===== src/rtl/display_scan_ctrl_pkg.sv =====
// rtl/display_scan_ctrl_pkg.sv - shared types and constants for the multiplexed display scanner
package display_scan_ctrl_pkg;

  typedef enum logic {
    ST_IDLE = 1'b0,
    ST_PEND = 1'b1
  } upd_state_e;

  localparam int          NUM_DIGITS = 4;
  localparam int          DIG_W      = 2;
  localparam logic [6:0]  SEG_BLANK  = 7'b1111111;

  function automatic logic [NUM_DIGITS-1:0] dig_onehot(input logic [DIG_W-1:0] idx);
    logic [NUM_DIGITS-1:0] oh;
    oh = '0;
    oh[idx] = 1'b1;
    return oh;
  endfunction

endpackage


===== src/rtl/display_scan_ctrl_decoder.sv =====
// rtl/display_scan_ctrl_decoder.sv - shared hex to active-low seven-segment decoder {g,f,e,d,c,b,a}
module BinaryToSevenSegOpt_GL (
  input  logic [3:0] bin_i,
  output logic [6:0] seg_o
);

  always_comb begin
    seg_o = 7'b1111111;
    case (bin_i)
      4'h0: seg_o = 7'b1000000;
      4'h1: seg_o = 7'b1111001;
      4'h2: seg_o = 7'b0100100;
      4'h3: seg_o = 7'b0110000;
      4'h4: seg_o = 7'b0011001;
      4'h5: seg_o = 7'b0010010;
      4'h6: seg_o = 7'b0000010;
      4'h7: seg_o = 7'b1111000;
      4'h8: seg_o = 7'b0000000;
      4'h9: seg_o = 7'b0010000;
      4'hA: seg_o = 7'b0001000;
      4'hB: seg_o = 7'b0000011;
      4'hC: seg_o = 7'b1000110;
      4'hD: seg_o = 7'b0100001;
      4'hE: seg_o = 7'b0000110;
      4'hF: seg_o = 7'b0001110;
      default: seg_o = 7'b1111111;
    endcase
  end

endmodule


===== src/rtl/display_scan_ctrl.sv =====
// rtl/display_scan_ctrl.sv - 4-digit scanned display with frame-aligned double-buffered updates
// Optional leading-zero blanking: define DISPLAY_SCAN_CTRL_LZB_EN.
module display_scan_ctrl
  import display_scan_ctrl_pkg::*;
#(
  parameter int REFRESH_CYCLES = 1000
) (
  input  logic        clk,
  input  logic        rst_n,
  input  logic        en,
  input  logic        in_val,
  output logic        in_rdy,
  input  logic [15:0] in_data,
  output logic [3:0]  digit_sel,
  output logic [6:0]  seg
);

  localparam logic [15:0]      CNT_MAX = 16'(REFRESH_CYCLES - 1);
  localparam logic [DIG_W-1:0] DIG_MAX = DIG_W'(NUM_DIGITS - 1);

  upd_state_e       state_q, state_d;
  logic [15:0]      cnt_q, cnt_d;
  logic [DIG_W-1:0] dig_q, dig_d;
  logic [15:0]      shadow_q, shadow_d;
  logic [15:0]      disp_q, disp_d;

  logic             cnt_wrap;
  logic             frame_end;
  logic             accept;
  logic             commit;
  logic [3:0]       cur_nib;
  logic [6:0]       dec_seg;
  logic             blank_digit;

  assign cnt_wrap  = en && (cnt_q == CNT_MAX);
  assign frame_end = cnt_wrap && (dig_q == DIG_MAX);
  assign accept    = in_val && in_rdy;
  assign commit    = (state_q == ST_PEND) && frame_end;

  // State register
  always_ff @(posedge clk or negedge rst_n) begin
    if (!rst_n) begin
      state_q <= ST_IDLE;
    end else begin
      state_q <= state_d;
    end
  end

  // Next-state logic
  always_comb begin
    state_d = state_q;
    case (state_q)
      ST_IDLE: if (accept) state_d = ST_PEND;
      ST_PEND: if (frame_end) state_d = ST_IDLE;
      default: state_d = ST_IDLE;
    endcase
  end

  // Output logic
  always_comb begin
    in_rdy = 1'b0;
    case (state_q)
      ST_IDLE: in_rdy = 1'b1;
      ST_PEND: in_rdy = 1'b0;
      default: in_rdy = 1'b0;
    endcase
  end

  // Scan counters freeze whenever the display is disabled
  always_comb begin
    cnt_d = cnt_q;
    dig_d = dig_q;
    if (en) begin
      if (cnt_wrap) begin
        cnt_d = '0;
        dig_d = dig_q + 1'b1;
      end else begin
        cnt_d = cnt_q + 16'd1;
      end
    end
  end

  always_comb begin
    shadow_d = shadow_q;
    disp_d   = disp_q;
    if (accept) shadow_d = in_data;
    if (commit) disp_d = shadow_q;
  end

  always_ff @(posedge clk or negedge rst_n) begin
    if (!rst_n) begin
      cnt_q    <= '0;
      dig_q    <= '0;
      shadow_q <= '0;
      disp_q   <= '0;
    end else begin
      cnt_q    <= cnt_d;
      dig_q    <= dig_d;
      shadow_q <= shadow_d;
      disp_q   <= disp_d;
    end
  end

  always_comb begin
    cur_nib = 4'h0;
    case (dig_q)
      2'd0: cur_nib = disp_q[3:0];
      2'd1: cur_nib = disp_q[7:4];
      2'd2: cur_nib = disp_q[11:8];
      2'd3: cur_nib = disp_q[15:12];
      default: cur_nib = 4'h0;
    endcase
  end

  BinaryToSevenSegOpt_GL u_dec (
    .bin_i (cur_nib),
    .seg_o (dec_seg)
  );

`ifdef DISPLAY_SCAN_CTRL_LZB_EN
  // A digit is blanked only if it and every digit to its left are zero
  always_comb begin
    blank_digit = 1'b0;
    case (dig_q)
      2'd3: blank_digit = (disp_q[15:12] == 4'h0);
      2'd2: blank_digit = (disp_q[15:8] == 8'h00);
      2'd1: blank_digit = (disp_q[15:4] == 12'h000);
      default: blank_digit = 1'b0;
    endcase
  end
`else
  assign blank_digit = 1'b0;
`endif

  always_comb begin
    digit_sel = 4'b0000;
    seg       = SEG_BLANK;
    if (en) begin
      digit_sel = dig_onehot(dig_q);
      seg       = blank_digit ? SEG_BLANK : dec_seg;
    end
  end

endmodule


===== config.mk =====
export PLATFORM = sky130hd
export DESIGN_NAME = display_scan_ctrl
export DESIGN_NICKNAME = d
export VERILOG_FILES = /design/src/rtl/display_scan_ctrl_pkg.sv /design/src/rtl/display_scan_ctrl_decoder.sv /design/src/rtl/display_scan_ctrl.sv
export SDC_FILE = /design/constraint.sdc
export NUM_CORES = 1
export LEC_CHECK = 0
export ABC_AREA = 0
export BUFFER_PORTS_ARGS = -buffer_cell sky130_fd_sc_hd__buf_2
export CORE_UTILIZATION = 45
export DETAILED_ROUTE_END_ITERATION = 16
export PLACE_DENSITY = 0.75
export SKIP_CTS_REPAIR_TIMING = 1
export SYNTH_ARGS = -nofsm -noshare
export SYNTH_HDL_FRONTEND = slang
export SYNTH_SLANG_ARGS = --single-unit

===== constraint.sdc =====
create_clock -name clk -period 2.6 [get_ports clk]
set_clock_uncertainty 0.2 [all_clocks]
set_input_delay 0.26 -clock clk [delete_from_list [all_inputs] [get_ports clk]]
set_output_delay 0.26 -clock clk [all_outputs]
set_load 0.05 [all_outputs]

Word-level counts from Yosys, hierarchy flattened:

Memory sizes are Yosys's and may differ from the RTL's.
Cells that the tools add are included.
W data, S select, Z words.

* register bits: 51
* ROM bits: 112
* input port bits: 20
* output and inout bits: 12
* logic and storage cells: 32
* memories: 1

* add/sub/neg operators: 2
* order comparisons: 2
* eq/ne operators: 4
* mux-type cells: 10
* bitwise operators: 1
* reductions and logical operators: 7

Memories
* (name not given): depth 16, bits a word 7, rd ports 1, clocked after memory_dff 0, wr ports 0, RTL line display_scan_ctrl_decoder.sv:9 `case (bin_i)`

Operators with widths (count)
* $add A16 B1 Y16 const B: 1
* $eq A16 B10 Y1 const B: 1
* $mux W16: 1
* $pmux W4 S4: 1
* $mux W7: 1
* $logic_and A1 B1 Y1: 5
* $eq A2 B2 Y1 const B: 2
* $mux W4: 1
* $pmux W1 S2: 2
* $lt A2 B3 Y1 const B: 1
* $mux W1: 3
* $add A2 B1 Y2 const B: 1
* $demux W1 S2: 1
* $eq A2 B1 Y1 const B: 1
* $ge A2 B1 Y1 const B: 1
* $logic_not A2 Y1: 1
* $reduce_and A2 Y1: 1
* $not A1 Y1: 1

Logic depth before layout (Yosys ltp):

Gate-level depths: netlist (run 1).

* depth in word-level cells: 5
* gate-level depth with buffers: 9
* mapped depth without buffers: 9

By module:

A second synthesis (run 1) with hierarchy kept.

* cells, all modules: 221
* area, all modules: 2637.5 µm²

Modules (own cells, without submodules)
* display_scan_ctrl: times used 1, cells an instance 186, area each 2389.8 µm²
* BinaryToSevenSegOpt_GL: times used 1, cells an instance 35, area each 247.7 µm²

Worst setup path before layout (run 1):

OpenSTA, ideal clock, no wires.

* path type: register to output
* from: register dig_q[0]
* to: output port seg[2]
* arrival: 3335 ps
* data required time: 2140 ps
* setup slack: -1195 ps
* stages on the path, launching flop included: 7
* path through: dfrtp_1 -> inv_1 -> ha_1 -> clkinv_1 -> mux2_2 -> ha_1 -> o311ai_0

* cells in the longest elaborated chain, start to end: 4
* elaborated cells on any way between the ends: 7
* those cells by class: 3 x eq/ne; 2 x mux; 1 x reduce/logical; 1 x memory

RTL lines
* start: declaration: RTL line display_scan_ctrl.sv:23 `logic [DIG_W-1:0] dig_q, dig_d;`
* start signal: assignment: RTL line display_scan_ctrl.sv:98 `dig_q <= dig_d;`
* $eq A2 B2 Y1 (tied with other cells): RTL line display_scan_ctrl.sv:106 `case (dig_q)`
* $pmux W4 S4 (*): RTL line display_scan_ctrl.sv:106
* $mem_v2 Z16 W7 (*)
* $mux W7 (*): RTL line display_scan_ctrl.sv:138 `if (en) begin`
* end: declaration: RTL line display_scan_ctrl.sv:15 `output logic [6:0] seg`

Mark *: on every way between the ends. The rest lies on a longest branch, timed or not.

Worst setup path in the final report (run 1):

* from: register dig_q[1]
* to: output port seg[3]

Same word-level chain as after synthesis.

==> results by group, run 1 <==
CTS
  • Num Clock Sinks: approximately 50
  • Reg clk slew, reported paths: around 0.09 ns
  • Root buf cell: clkbuf_8
  • Worst-Skew Late Latency: between 0.3 and 0.4 ns
  • H-tree depth: 2
  • CTS Buffer Depth: 2
  • TritonCTS clock tree: built
  • CTS Buf Count: 5

Hold path
  • HP Start: in_val
  • Min-delay worst type: input pin to flop
  • Hold Path Depth: 3

Cells and area
  • Ant. Diodes: 0
  • Layout Cells excl Fill: 359
  • Area Overhead vs Synth: 40.4%
  • Fillers: 374
  • Final Instance Area: 3550 µm²
  • Layout cells sized above 1: 43.6%
  • Nets: 320

STA
  • RSZ-0062 raised after global routing: true
  • Final Hold Viols: 1
  • Worst hold margin: -0.0108 ns
  • Actual slew at the worst max-slew pin: around 0.62 ns
  • Rel. slew slack: about three fifths
  • Post-layout min period: between 2 and 3 ns
  • Period utilisation layout: 113%
  • Max Slew Vio Count: 0
  • Fmax: 340 MHz
  • Final count of negative-setup-slack endpoints: 7
  • Post-route setup slack: -0.343 ns

Die
  • # rows: 26
  • Die area: ~5900 µm²
  • Die Y: 77.0 µm
  • Initial Util: roughly half
  • Core region area: roughly 5300 µm²
  • Die X: 77.0 µm
  • # IOs: 32

Logic synthesis
  • Most area-hungry cell type in the Yosys netlist: dfrtp_1
  • Post-synthesis sequential area ratio: 50.4%
  • Synth Warn #: 0
  • #FFs+latches synth: just over 50
  • Cells after Synth: between 200 and 250
  • Top post-synthesis cells by area: dfrtp_1 (50%), mux2_2 (11%), ha_1 (5.9%), mux2_1 (4.0%), xnor2_1 (3.8%)
  • Mean Syn Cell Area: ~12 µm²
  • Post-Syn Area: roughly 2500 µm²
  • Yosys top cell area share: 50.4%
  • Syn_nets: around 250
  • Cell variety after synth: 35

Detailed routing
  • Vias: between 1500 and 2000
  • Drt drc: 0
  • Vias per cell: ~5.3
  • Routed wire length per instance: between 15 and 20 µm
  • DR iter-0 viols: 145
  • Pre-antenna DRT Iters: 4
  • Routed Antenna Nets: 0
  • DRT Wirelength: ~5.5 mm

GRT
  • First-pass GRT wire length: around 8.4 mm
  • Initial antenna violation count: 0
  • Gr usage total: 17.9%
  • Vias in the first global route: roughly 1900
  • Largest net degree at the start of global routing: 52
  • Grt ovf: 0

Worst setup path
  • Startpoint types: flop
  • R2R depth: 5
  • Crit-path max FO: 4
  • Crit path from: dig_q[1]
  • Reg2Reg Launch Point: cnt_q[4]
  • Slowest cell on crit path: dfrtp_1
  • CP max stage delay: between 0.4 and 0.5 ns
  • CP Cell Sequence: ha_2 -> a222oi_1 -> mux2_4 -> ha_4 -> a211oi_4 -> a2111oi_4 -> a31oi_4 -> buf_6
  • Worst path arrival time: 2.48 ns
  • Crit end category: primary output
  • Crit Path Class: flop to primary output
  • Crit path required time: between 2 and 2.5 ns

Placement
  • Detailed Place HPWL: between 3 and 4 mm
  • Dpl ws: -0.157 ns
  • # port buffers: 31
  • Placed Cells: 329
  • Final GP Congestion: approximately 0.83
  • Dpl cell area: about 3000 µm²

Outcome
  • Violated checks: negative hold slack, negative setup slack
  • Status: finished with violations

Power
  • P_leak: 1.60 nW
  • Total chip power: ~1.7 mW
  • Worst vdd ir: around 0.33 mV
  • Pwr per Cell Area: around 470 nW/µm²

Job
  • Reported max-cap violation count: 0
-- cell families after synthesis --
group	synth area share (%)
DFF	50.4
buffers and inverters	3.26
and+or+nand+nor	10.5
xor gates and xnor gates	4.85
muxes	17.9
AOI/OAI and AO/OA	7.12
adders and majority gates	5.93
-- critical path, delay by kind of cell (launching register included) --
kind	cells	cell delay [ns]
multiplexers	1	0.28
flip-flops	1	0.45
buffers and inverters	1	0.18
AO/OA/AOI/OAI	4	0.83
adder cells (fa/ha/maj)	2	0.43
-- layer usage --
layer,up-vias,wire length (µm),global-route usage [%]
met5,-,0,0
met4,0,138,6.23
met3,14,169,3.57
met2,40,2700,30.8
met1,937,2520,22.3
li1,913,-,-
-- per-stage QoR --
stage / TNS (ns) / utilization, %
detailed placement: -0.874 / 57.2
floorplan: -0.189 / -
CTS: -3.33 / 59.1
finish: -2.09 / 67.4
global placement: -0.431 / 57.2
global route: -2.86 / 67.4
-- where the power goes --
group / total [mW] / switching, mW / internal (mW)
clock network: 0.479 / 0.262 / 0.217
registers: 0.953 / 0.0787 / 0.874
logic: 0.251 / 0.121 / 0.131
-- final timing paths --
kind	end	slack, ns
max	seg[3]	-0.34
min	state_q	-0.01
max reg2reg	disp_q[5]	0.22
min reg2reg	cnt_q[15]	0.27
max in group asynchronous	shadow_q[10]	1.41
min in group asynchronous	cnt_q[6]	0.38
-- cells in the mapped netlist (all sizes together) --
cell type   n
a22o        1
a31oi       3
a2111oi     1
nor3        2
nand4       7
nand2       9
a21oi       3
o221ai      2
nor4        1
clkbuf      5
or3         1
mux2       34
nand3       3
nor2       14
a221o       1
a211oi      2
and2        4
a21o        1
ha         12
nor2b       5
xor2        3
a222oi      4
o21ai       6
and3        2
dfrtp      51
mux2i       7
inv        10
or4         3
o311ai      1
buf         3
xnor2      11
clkinv      1
-- area by class of cell --
class,count,area (µm²),share of cell area (%)
multi-input cells,143,1430,40.2
well taps,70,87.6,2.47
clock inverters,2,16.3,0.458
clock buffers,6,82.6,2.32
repair buffers,76,619,17.4
inverters,11,42.5,1.20
flip-flops and latches,51,1280,35.9
-- sequential cells by signal (all words and copies together) (netlist names) --
| register | count |
|---|---|
| shadow_q | 16 |
| dig_q | 2 |
| state_q | 1 |
| cnt_q | 16 |
| disp_q | 16 |
-- cells in the final DEF (no fill, tap or decap), drive strengths merged, types with 2 or more instances in the layout --
master,synthesis,final
buf,3,59
dfrtp,51,51
mux2,34,34
dlygate4sd3,0,17
nor2,14,14
ha,12,12
xnor2,11,11
inv,10,10
nand2,9,9
nand4,7,7
mux2i,7,7
clkbuf,5,6
o21ai,6,6
nor2b,5,5
and2,4,4
a222oi,4,4
or4,3,3
xor2,3,3
a21oi,3,3
nand3,3,3
a31oi,3,3
o221ai,2,2
and3,2,2
nor3,2,2
clkinv,1,2
a211oi,2,2
(Power assumes the default switching activity.)
==> run 2: changes to the inputs <==
--- a/config.mk
+++ b/config.mk
@@ -7,9 +7,9 @@
 export LEC_CHECK = 0
 export ABC_AREA = 0
 export BUFFER_PORTS_ARGS = -buffer_cell sky130_fd_sc_hd__buf_2
-export CORE_UTILIZATION = 45
+export CORE_UTILIZATION = 25
 export DETAILED_ROUTE_END_ITERATION = 16
-export PLACE_DENSITY = 0.75
+export PLACE_DENSITY = 0.5
 export SKIP_CTS_REPAIR_TIMING = 1
 export SYNTH_ARGS = -nofsm -noshare
 export SYNTH_HDL_FRONTEND = slang
==> run 2 against run 1 <==
- the flow finishes with violations (negative setup slack)
- sequential power about the same
- sequential share of layout area down 0.67 points
- critical path depth up 2
- register-to-register slack about the same
- global-route usage down 7.1 points
- largest power group unchanged
- highest routed layer unchanged
==> results by group, run 2 (same netlist as run 1, synthesis figures left out) <==
Outcome
  • Status: finished with violations
  • Violated checks: negative setup slack

Detailed routing
  • M1 WL: 2.59 mm
  • WL met3: 158 µm
  • DR iter-0 viols: 70
  • Routed wire length per instance: 12.3 µm
  • DRT Wirelength: 5.25 mm
  • DR top layer: met4
  • Drt drc: 0
  • Pre-antenna DRT Iters: 4
  • Routed Antenna Nets: 0
  • Met2 routed WL: 2.44 mm
  • Vias per cell: 4.43
  • Vias: about 1900

STA
  • Rel. slew slack: 69.5%
  • Fmax: about 330 MHz
  • Max Slew Vio Count: 0
  • Final count of negative-setup-slack endpoints: 7
  • Actual slew at the worst max-slew pin: between 0.4 and 0.5 ns
  • Final Hold Viols: 0
  • Setup_tns: -2.30 ns
  • Post-layout min period: roughly 3 ns
  • Post-route setup slack: -0.402 ns
  • Period utilisation layout: 115%
  • RSZ-0062 raised after global routing: true
  • Worst hold margin: approximately 0.00035 ns

GRT
  • Gr usage total: 10.8%
  • Initial antenna violation count: 0
  • First-pass GRT wire length: 8.77 mm
  • Vias in the first global route: between 1500 and 2000
  • Grt ovf: 0
  • Largest net degree at the start of global routing: 37

CTS
  • Root buf cell: clkbuf_8
  • CTS Buf Count: 5
  • Worst-Skew Late Latency: around 0.30 ns
  • TritonCTS clock tree: built
  • H-tree depth: 2
  • Reg clk slew, reported paths: ~0.10 ns
  • Num Clock Sinks: 51
  • CTS Buffer Depth: 2

Power
  • Total chip power: between 1.5 and 2 mW
  • Worst vdd ir: approximately 0.22 mV
  • P_leak: 1.61 nW
  • Sequential share of power: about half
  • NetSw: ~460 µW
  • Internal power: 1.39 mW
  • Clk pwr share: a little over a third
  • Pwr per Cell Area: 511 nW/µm²
  • Comb pwr share: 13.7%
  • Switch share: 25.0%

Worst setup path
  • Worst Path Buf+Inv: 5
  • CP Cell Sequence: buf_6 -> ha_4 -> a222oi_1 -> a21oi_2 -> buf_4 -> buf_4 -> buf_4 -> mux2i_1 -> a221o_1 -> buf_6
  • Crit Path Class: flop to primary output
  • Startpoint types: flop
  • CP most frequent cell: buf_4
  • R2R depth: 5
  • CP Depth: 10
  • Slowest cell on crit path: dfrtp_2
  • Crit path required time: ~2.1 ns
  • Reg2Reg Launch Point: cnt_q[12]
  • Worst path arrival time: roughly 2.5 ns
  • Crit end category: primary output
  • Worst r2r dst: disp_q[4]
  • Crit-path leading delay family: compound AO/OA/AOI/OAI gates
  • CP endpoint: seg[1]
  • R2R setup slack: 0.21 ns
  • Crit path from: dig_q[0]
  • Crit-path max FO: 5
  • CP max stage delay: around 0.46 ns

Die
  • Die X: approximately 100 µm
  • Core region area: around 9800 µm²
  • # IOs: 32
  • Die area: between 10000 and 15000 µm²
  • # rows: 36
  • Die Y: ~100 µm
  • Initial Util: around a quarter

Placement
  • Placed Cells: between 300 and 400
  • # port buffers: 31
  • Detailed Place HPWL: 3.88 mm
  • Dpl cell area: about 3100 µm²
  • Final GP Congestion: between 0.7 and 0.8

Cells and area
  • Layout cells sized above 1: 44.4%
  • Most common cell after layout, fill and taps aside: dfrtp_1
  • Area Overhead vs Synth: 43.4%
  • Commonest cells after routing, fill and taps aside: dfrtp_1 (49), buf_4 (32), mux2_2 (24), buf_2 (24), dlygate4sd3_1 (16)
  • Layout Cells excl Fill: 426
  • Ant. Diodes: 0
  • Nets: approximately 320
  • Largest regs: cnt_q x16, disp_q x16, shadow_q x16
  • Fillers: just under 1000
  • Final Instance Area: between 3000 and 4000 µm²

Job
  • Reported max-cap violation count: 0

Hold path
  • Min-delay worst type: input pin to flop
## run 2: cell count changes in the layout (fill, tap and decap cells not counted), moves of 2 or more
cell	previous run	this run
buf_4	23	32
buf_6	9	7
bufinv_16	0	2
dfrtp_1	51	49
dfrtp_2	0	2
mux2i_4	3	1
## run 2: cell type report
class	count	area, µm²	area share [%]
Inverter	11	42.5	1.17
Clock inverter	3	67.6	1.86
Sequential cell	51	1280	35.3
Tap cell	133	166	4.59
Clock buffer	5	68.8	1.90
Multi-Input combinational cell	143	1380	38.2
Timing Repair Buffer	80	619	17.1
## run 2: how the worst min path moves through the flow
stage,start,depth (start not counted),end
final,in_data[10],2,shadow_q[10]
after CTS,rst_n,1,disp_q[6]
after global placement,rst_n,1,state_q
after global routing,in_data[10],2,shadow_q[10]
after floorplan,rst_n,0,cnt_q[0]
after detailed placement,rst_n,1,state_q
## run 2: metal layers
| metal | track usage [%] | up-vias |
|---|---|---|
| li1 | - | 920 |
| met1 | 14.8 | 935 |
| met2 | 16.8 | 28 |
| met3 | 2.58 | 6 |
| met4 | 3.30 | 0 |
| met5 | 0 | - |
## run 2: stage by stage
step           setup slack [ns]  util, %
3_3_place_gp             -0.181     32.0
5_1_grt                  -0.543     37.1
6_report                 -0.402     37.1
2_1_floorplan            -0.123        -
4_1_cts                  -0.600     33.4
3_5_place_dp             -0.232     32.0
## run 2: power groups by stage
stage | clock network [mW] | logic (mW) | registers, mW
after detailed placement | 0 | 0.231 | 0.969
after global placement | 0 | 0.224 | 0.969
after global routing | 0.699 | 0.288 | 0.966
final | 0.647 | 0.253 | 0.953
after CTS | 0.673 | 0.232 | 0.953
after floorplan | 0 | 0.166 | 0.949
